## src/rtl/vga_scan_driver_if.sv

```systemverilog
// Pixel-side bundle between the raster driver, the renderers and the DAC pins.
// The master modport is the driver's view; the slave modport is the renderer/pin side.
interface vga_scan_driver_if;
  logic [23:0] i_rgb;
  logic [9:0]  o_x;
  logic [8:0]  o_y;
  logic        o_active;
  logic        o_vblank;
  logic        o_frame_start;
  logic [7:0]  o_vga_r;
  logic [7:0]  o_vga_g;
  logic [7:0]  o_vga_b;
  logic        o_vga_hs;
  logic        o_vga_vs;
  logic        o_vga_blank_n;
  logic        o_vga_sync_n;

  modport master (
    input  i_rgb,
    output o_x, o_y, o_active, o_vblank, o_frame_start,
    output o_vga_r, o_vga_g, o_vga_b,
    output o_vga_hs, o_vga_vs, o_vga_blank_n, o_vga_sync_n
  );

  modport slave (
    output i_rgb,
    input  o_x, o_y, o_active, o_vblank, o_frame_start,
    input  o_vga_r, o_vga_g, o_vga_b,
    input  o_vga_hs, o_vga_vs, o_vga_blank_n, o_vga_sync_n
  );
endinterface

```

## src/rtl/vga_scan_driver.sv

```systemverilog
// Raster counters for 640x480@60 plus a one-clock registered VGA pin stage.
// Coordinates go out combinationally; colour comes back and is latched with sync/blank.
module vga_scan_driver #(
  parameter int H_ACTIVE = 640,
  parameter int H_FP     = 16,
  parameter int H_SYNC   = 96,
  parameter int H_BP     = 48,
  parameter int V_ACTIVE = 480,
  parameter int V_FP     = 10,
  parameter int V_SYNC   = 2,
  parameter int V_BP     = 33
) (
  input  logic                 i_clk,
  input  logic                 i_rst,
  vga_scan_driver_if.master    bus
);
  localparam int H_TOTAL = H_ACTIVE + H_FP + H_SYNC + H_BP;
  localparam int V_TOTAL = V_ACTIVE + V_FP + V_SYNC + V_BP;

  localparam logic [9:0] H_ACT_L   = 10'(H_ACTIVE);
  localparam logic [9:0] H_LAST_L  = 10'(H_TOTAL - 1);
  localparam logic [9:0] H_SYNC_LO = 10'(H_ACTIVE + H_FP);
  localparam logic [9:0] H_SYNC_HI = 10'(H_ACTIVE + H_FP + H_SYNC);
  localparam logic [9:0] V_ACT_L   = 10'(V_ACTIVE);
  localparam logic [9:0] V_LAST_L  = 10'(V_TOTAL - 1);
  localparam logic [9:0] V_SYNC_LO = 10'(V_ACTIVE + V_FP);
  localparam logic [9:0] V_SYNC_HI = 10'(V_ACTIVE + V_FP + V_SYNC);

  logic [9:0]  h_cnt_q, h_cnt_d;
  logic [9:0]  v_cnt_q, v_cnt_d;
  logic        h_wrap, frame_wrap;
  logic        h_vis, v_vis, active, in_hsync, in_vsync;

  logic        hs_q, vs_q, blank_n_q;
  logic [23:0] rgb_q;
  logic        wrap_q, frame_start_q;

  always_comb begin
    h_wrap     = (h_cnt_q == H_LAST_L);
    frame_wrap = h_wrap && (v_cnt_q == V_LAST_L);
    h_cnt_d    = h_wrap ? 10'd0 : h_cnt_q + 10'd1;
    v_cnt_d    = v_cnt_q;
    if (h_wrap) begin
      v_cnt_d = (v_cnt_q == V_LAST_L) ? 10'd0 : v_cnt_q + 10'd1;
    end
  end

  always_comb begin
    h_vis    = (h_cnt_q < H_ACT_L);
    v_vis    = (v_cnt_q < V_ACT_L);
    active   = h_vis && v_vis;
    in_hsync = (h_cnt_q >= H_SYNC_LO) && (h_cnt_q < H_SYNC_HI);
    in_vsync = (v_cnt_q >= V_SYNC_LO) && (v_cnt_q < V_SYNC_HI);
  end

  always_ff @(posedge i_clk or posedge i_rst) begin
    if (i_rst) begin
      h_cnt_q       <= 10'd0;
      v_cnt_q       <= 10'd0;
      hs_q          <= 1'b1;
      vs_q          <= 1'b1;
      blank_n_q     <= 1'b0;
      rgb_q         <= 24'd0;
      wrap_q        <= 1'b0;
      frame_start_q <= 1'b0;
    end else begin
      h_cnt_q       <= h_cnt_d;
      v_cnt_q       <= v_cnt_d;
      hs_q          <= ~in_hsync;
      vs_q          <= ~in_vsync;
      blank_n_q     <= active;
      // Blanking is forced black regardless of what the renderer drives.
      rgb_q         <= active ? bus.i_rgb : 24'd0;
      // Two-stage so the pulse lines up with pixel (0,0) reaching the pins.
      wrap_q        <= frame_wrap;
      frame_start_q <= wrap_q;
    end
  end

  assign bus.o_x           = h_vis ? h_cnt_q : 10'd0;
  assign bus.o_y           = v_vis ? v_cnt_q[8:0] : 9'd0;
  assign bus.o_active      = active;
  assign bus.o_vblank      = ~v_vis;
  assign bus.o_vga_r       = rgb_q[23:16];
  assign bus.o_vga_g       = rgb_q[15:8];
  assign bus.o_vga_b       = rgb_q[7:0];
  assign bus.o_vga_hs      = hs_q;
  assign bus.o_vga_vs      = vs_q;
  assign bus.o_vga_blank_n = blank_n_q;
  assign bus.o_vga_sync_n  = 1'b0;
  assign bus.o_frame_start = frame_start_q;
endmodule

```

## src/flat_wrapper.sv

```systemverilog
// flat-port wrapper written by rule: the top's interface ports become plain ports
module vga_scan_driver_flat 
#(
  parameter int H_ACTIVE = 640,
  parameter int H_FP     = 16,
  parameter int H_SYNC   = 96,
  parameter int H_BP     = 48,
  parameter int V_ACTIVE = 480,
  parameter int V_FP     = 10,
  parameter int V_SYNC   = 2,
  parameter int V_BP     = 33
)
  (i_clk, i_rst, bus_i_rgb, bus_o_x, bus_o_y, bus_o_active, bus_o_vblank, bus_o_frame_start, bus_o_vga_r, bus_o_vga_g, bus_o_vga_b, bus_o_vga_hs, bus_o_vga_vs, bus_o_vga_blank_n, bus_o_vga_sync_n);
  vga_scan_driver_if bus_i ();
  input  logic i_clk;
  input  logic i_rst;
  input wire logic [$bits(bus_i.i_rgb)-1:0] bus_i_rgb;
  output wire logic [$bits(bus_i.o_x)-1:0] bus_o_x;
  output wire logic [$bits(bus_i.o_y)-1:0] bus_o_y;
  output wire logic [$bits(bus_i.o_active)-1:0] bus_o_active;
  output wire logic [$bits(bus_i.o_vblank)-1:0] bus_o_vblank;
  output wire logic [$bits(bus_i.o_frame_start)-1:0] bus_o_frame_start;
  output wire logic [$bits(bus_i.o_vga_r)-1:0] bus_o_vga_r;
  output wire logic [$bits(bus_i.o_vga_g)-1:0] bus_o_vga_g;
  output wire logic [$bits(bus_i.o_vga_b)-1:0] bus_o_vga_b;
  output wire logic [$bits(bus_i.o_vga_hs)-1:0] bus_o_vga_hs;
  output wire logic [$bits(bus_i.o_vga_vs)-1:0] bus_o_vga_vs;
  output wire logic [$bits(bus_i.o_vga_blank_n)-1:0] bus_o_vga_blank_n;
  output wire logic [$bits(bus_i.o_vga_sync_n)-1:0] bus_o_vga_sync_n;
  assign bus_i.i_rgb = bus_i_rgb;
  assign bus_o_x = bus_i.o_x;
  assign bus_o_y = bus_i.o_y;
  assign bus_o_active = bus_i.o_active;
  assign bus_o_vblank = bus_i.o_vblank;
  assign bus_o_frame_start = bus_i.o_frame_start;
  assign bus_o_vga_r = bus_i.o_vga_r;
  assign bus_o_vga_g = bus_i.o_vga_g;
  assign bus_o_vga_b = bus_i.o_vga_b;
  assign bus_o_vga_hs = bus_i.o_vga_hs;
  assign bus_o_vga_vs = bus_i.o_vga_vs;
  assign bus_o_vga_blank_n = bus_i.o_vga_blank_n;
  assign bus_o_vga_sync_n = bus_i.o_vga_sync_n;
  vga_scan_driver #(.H_ACTIVE(H_ACTIVE), .H_FP(H_FP), .H_SYNC(H_SYNC), .H_BP(H_BP), .V_ACTIVE(V_ACTIVE), .V_FP(V_FP), .V_SYNC(V_SYNC), .V_BP(V_BP)) u_core (.i_clk(i_clk), .i_rst(i_rst), .bus(bus_i));
endmodule
```

## config.mk

```make
export PLATFORM = sky130hd
export DESIGN_NAME = vga_scan_driver_flat
export DESIGN_NICKNAME = d
export VERILOG_FILES = /design/src/rtl/vga_scan_driver_if.sv /design/src/rtl/vga_scan_driver.sv /design/src/flat_wrapper.sv
export SDC_FILE = /design/constraint.sdc
export NUM_CORES = 1
export LEC_CHECK = 0
export CORE_ASPECT_RATIO = 2
export CORE_MARGIN = 1.5
export CORE_UTILIZATION = 44
export DETAILED_ROUTE_END_ITERATION = 10
export GPL_TIMING_DRIVEN = 0
export HOLD_SLACK_MARGIN = 0.08
export PLACE_DENSITY = 0.79
export SETUP_SLACK_MARGIN = 0.3
export SKIP_LAST_GASP = 1
export SLEW_MARGIN = 20
export SYNTH_ARGS = -nofsm -noshare
export SYNTH_HDL_FRONTEND = slang
export SYNTH_SLANG_ARGS = --single-unit
```

## constraint.sdc

```tcl
create_clock -name i_clk -period 5.74 [get_ports i_clk]
set_clock_uncertainty 0.2 [all_clocks]
set_input_delay 1.148 -clock i_clk [delete_from_list [all_inputs] [get_ports i_clk]]
set_output_delay 1.148 -clock i_clk [all_outputs]
set_load 0.02 [all_outputs]
```

==> impl_results.md <==
* Nets at 300
* Area growth, synth to finish at 44.6%
* ANT cells at 0
* Post-Syn Instances at 188
* Sink Count at a little under 50
* Post-Synth Simple-Gate Area at 0.252
* CP peak stage delay at ~0.6 ns
* Multiplexer area fraction after synthesis at 0
* Setup tns final at 0 ns
* Critical setup path kind: reg2out
* Compound-Gate Fraction of Synth Area at 0.0406
* Vias in the first global route at 1646
* Total grt overflow at 0
* Max-slew violation count at 0
* TritonRoute pass-1 iters at 4
* Initial Utilization at 0.453
* Setup Viol. Count Final at 0
* Syn nets at between 200 and 250
* Vias per Instance at about 5.1
* Post_cts resized at 0
* Number of remaining DRC errors at 0
* Register area at 1230 sq um
* TritonCTS clock tree: yes
* Mapped Area at between 2000 and 2500 sq um
* Yosys reg bits at between 40 and 50
* Initial drt markers at 15
* Reg clk slew, reported paths at about 0.09 ns
* Routed len/inst at 13.5 um
* Main flop type after synthesis: dfrtp_1
* Asr flop ratio synth at 1.00
* Period utilization at 0.681
* Status: completed
* Multi-input logic area at around 760 sq um
* Min-delay worst type: reg2reg
* Worst EP arrival at 2.56 ns
* PD cells at slightly above 200 nW/um^2
* Actual slew at the worst max-slew pin at about 0.55 ns
* Peak supply drop at roughly 0.16 mV
* Startpoint types: register
* CTS Buffer Depth at 2
* Fill cell count at 397
* Number of flops mapped to enable cells by yosys at 0
* I/O pins at 76
* First-pass GRT wire length at about 7300 um
* Synth cell types at 32
* Hold buffers post-CTS at 0
* Post-Synth Adder-Cell Area at 0.0243
* Layout cells sized above 1 at 0.0590
* Placed cell area at 2900 sq um
* Slowest-stage cell, CP: clkdlybuf4s50_1
* Die ar. at 5130 sq um
* Die H at 99.8 um
* Sequential area share after synthesis at 0.596
* Initial antenna violation count at 0
* H-tree levels at 2
* Worst setup margin at about 1.8 ns
* HPWL after detailed placement at about 3500 um
* Largest family of logic cells by synthesized area: simple AND/OR/NAND/NOR gates
* Syn Area/Cell at ~11 sq um
* Leakage at 1.32 nW
* GRT Overall Usage at 0.188
* Core area at between 4000 and 5000 sq um
* Slew HR at 0.631
* Routability cong. at slightly below 0.9
* Setup WS pre-CTS at 2.15 ns
* Design area at 2980 sq um
* Yosys warns at 0
* Largest net degree at the start of global routing at 27
* CP max FO at 10
* Via count at between 1500 and 2000
* CTS root buf: clkbuf_8
* Top cell family by delay on the critical path: buffers and inverters
* Post-CTS Setup Bufs at 0
* Clk_lat worst skew at 0.29 ns
* Minimum clock period at 3.91 ns
* Worst path bufs/invs at 2
* Xor-xnor portion of the synthesized cell area at 0.0509
* Post-DRT Antenna Nets at 0
* Pwr Total at between 0.6 and 0.7 mW
* Worst Setup End Kind: output port
* Row Count at 35
* Worst Path Required at ~4.4 ns
* Die Wd at 51.4 um
* RSZ-0062 raised after global routing: false
* Fmax at 0.256 GHz
* WHS at about 0.17 ns
* Final Hold Viols at 0
* Max capacitance violation total at 0
* Number of port buffers at 74
* Drt total wl at 4410 um
* CTS Buf Count at 5
* Worst-path cell chain: and3_1 -> a21oi_1 -> clkbuf_1 -> and2_1 -> clkdlybuf4s50_1
-- path summary, 6_finish.rpt --
kind | start | end | slack [ns] | depth (start not counted)
worst max-delay path | u_core.v_cnt_q[5] | bus_o_active | 1.83 | 5
worst min-delay path | u_core.wrap_q | u_core.bus.o_frame_start | 0.17 | 0
worst max register to register | u_core.h_cnt_q[0] | u_core.v_cnt_q[9] | 3.29 | 6
worst min register to register | u_core.wrap_q | u_core.bus.o_frame_start | 0.17 | 0
max in group asynchronous | i_rst | u_core.rgb_q[5] | 3.80 | 3
min in group asynchronous | i_rst | u_core.v_cnt_q[6] | 1.04 | 2
-- synthesized netlist by cell type, types with 4 or more instances --
master	count	area share
nand4_1	5	0.015
xnor2_1	7	0.030
dfrtp_1	47	0.57
nand3_1	9	0.022
o21ai_0	5	0.012
inv_1	9	0.016
xor2_1	5	0.021
nand2_1	4	0.0073
and2_1	14	0.042
clkbuf_1	7	0.013
ha_1	4	0.024
nor2_1	13	0.024
and3_1	27	0.082
-- registers in the layout, indices dropped and copies added (netlist names) --
register	count
u_core.bus.o_vga_vs	1
u_core.bus.o_vga_hs	1
u_core.bus.o_frame_start	1
u_core.h_cnt_q	10
u_core.bus.o_vga_blank_n	1
u_core.rgb_q	24
u_core.wrap_q	1
u_core.v_cnt_q	10
-- worst register-to-register path, stage by stage, from the launching register on --
cell	delay, ns
dfrtp_1	0.44
ha_1	0.23
nand4_1	0.26
or3_1	0.44
clkbuf_2	0.16
or4_1	0.51
a21oi_1	0.14
-- area by class of cell --
type / count / area share
flip-flops and latches: 49 / 0.412
clock buffers: 7 / 0.0256
multi-input cells: 121 / 0.255
clock inverters: 1 / 0.00252
plain buffers: 9 / 0.0130
well taps: 55 / 0.0231
repair buffers: 75 / 0.257
inverters: 9 / 0.0113
-- logic make-up after synthesis --
kind of cell             Yosys count
XOR/XNOR                          12
other                              1
adder cells (fa/ha/maj)            4
AO/OA/AOI/OAI                     14
flip-flops                        49
AND/OR/NAND/NOR                   90
buffers and inverters             18
-- power by group --
group | internal, mW | switching, mW
logic | 0.0353 | 0.0252
clock network | 0.0863 | 0.106
registers | 0.353 | 0.00195
-- routing by layer --
| metal | vias up | part of all wire | GRT usage |
|---|---|---|---|
| li1 | 802 | - | - |
| met1 | 789 | 0.35 | 0.195 |
| met2 | 50 | 0.58 | 0.341 |
| met3 | 11 | 0.038 | 0.0313 |
| met4 | 0 | 0.033 | 0.105 |
| met5 | - | 0 | 0 |
-- cell usage in the layout, fill, tap and decap left out --
cell,n
clkdlybuf4s50_1,74
dfrtp_1,47
and3_1,27
and2_1,14
nor2_1,13
clkbuf_1,9
nand3_1,9
inv_1,8
xnor2_1,7
nand4_1,5
o21ai_0,5
xor2_1,5
clkbuf_8,5
nand2_1,4
ha_1,4
nor3_1,3
or3_1,3
a21oi_1,3
or4_1,3
o31ai_1,2
and2_2,2
a31oi_1,2
nor4_1,2
dfstp_2,2
or3_4,1
o21a_1,1
clkbuf_2,1
nor2b_1,1
and3_2,1
nand3b_1,1
o31a_1,1
inv_2,1
nand2b_1,1
buf_4,1
conb_1,1
clkinvlp_4,1
buf_16,1
-- per-stage QoR --
step            util  cells
2_1_floorplan      -    188
3_3_place_gp   0.631    317
3_5_place_dp   0.637    318
4_1_cts        0.655    326
5_1_grt        0.655    326
6_report       0.655    326
(Power assumes the default switching activity.)
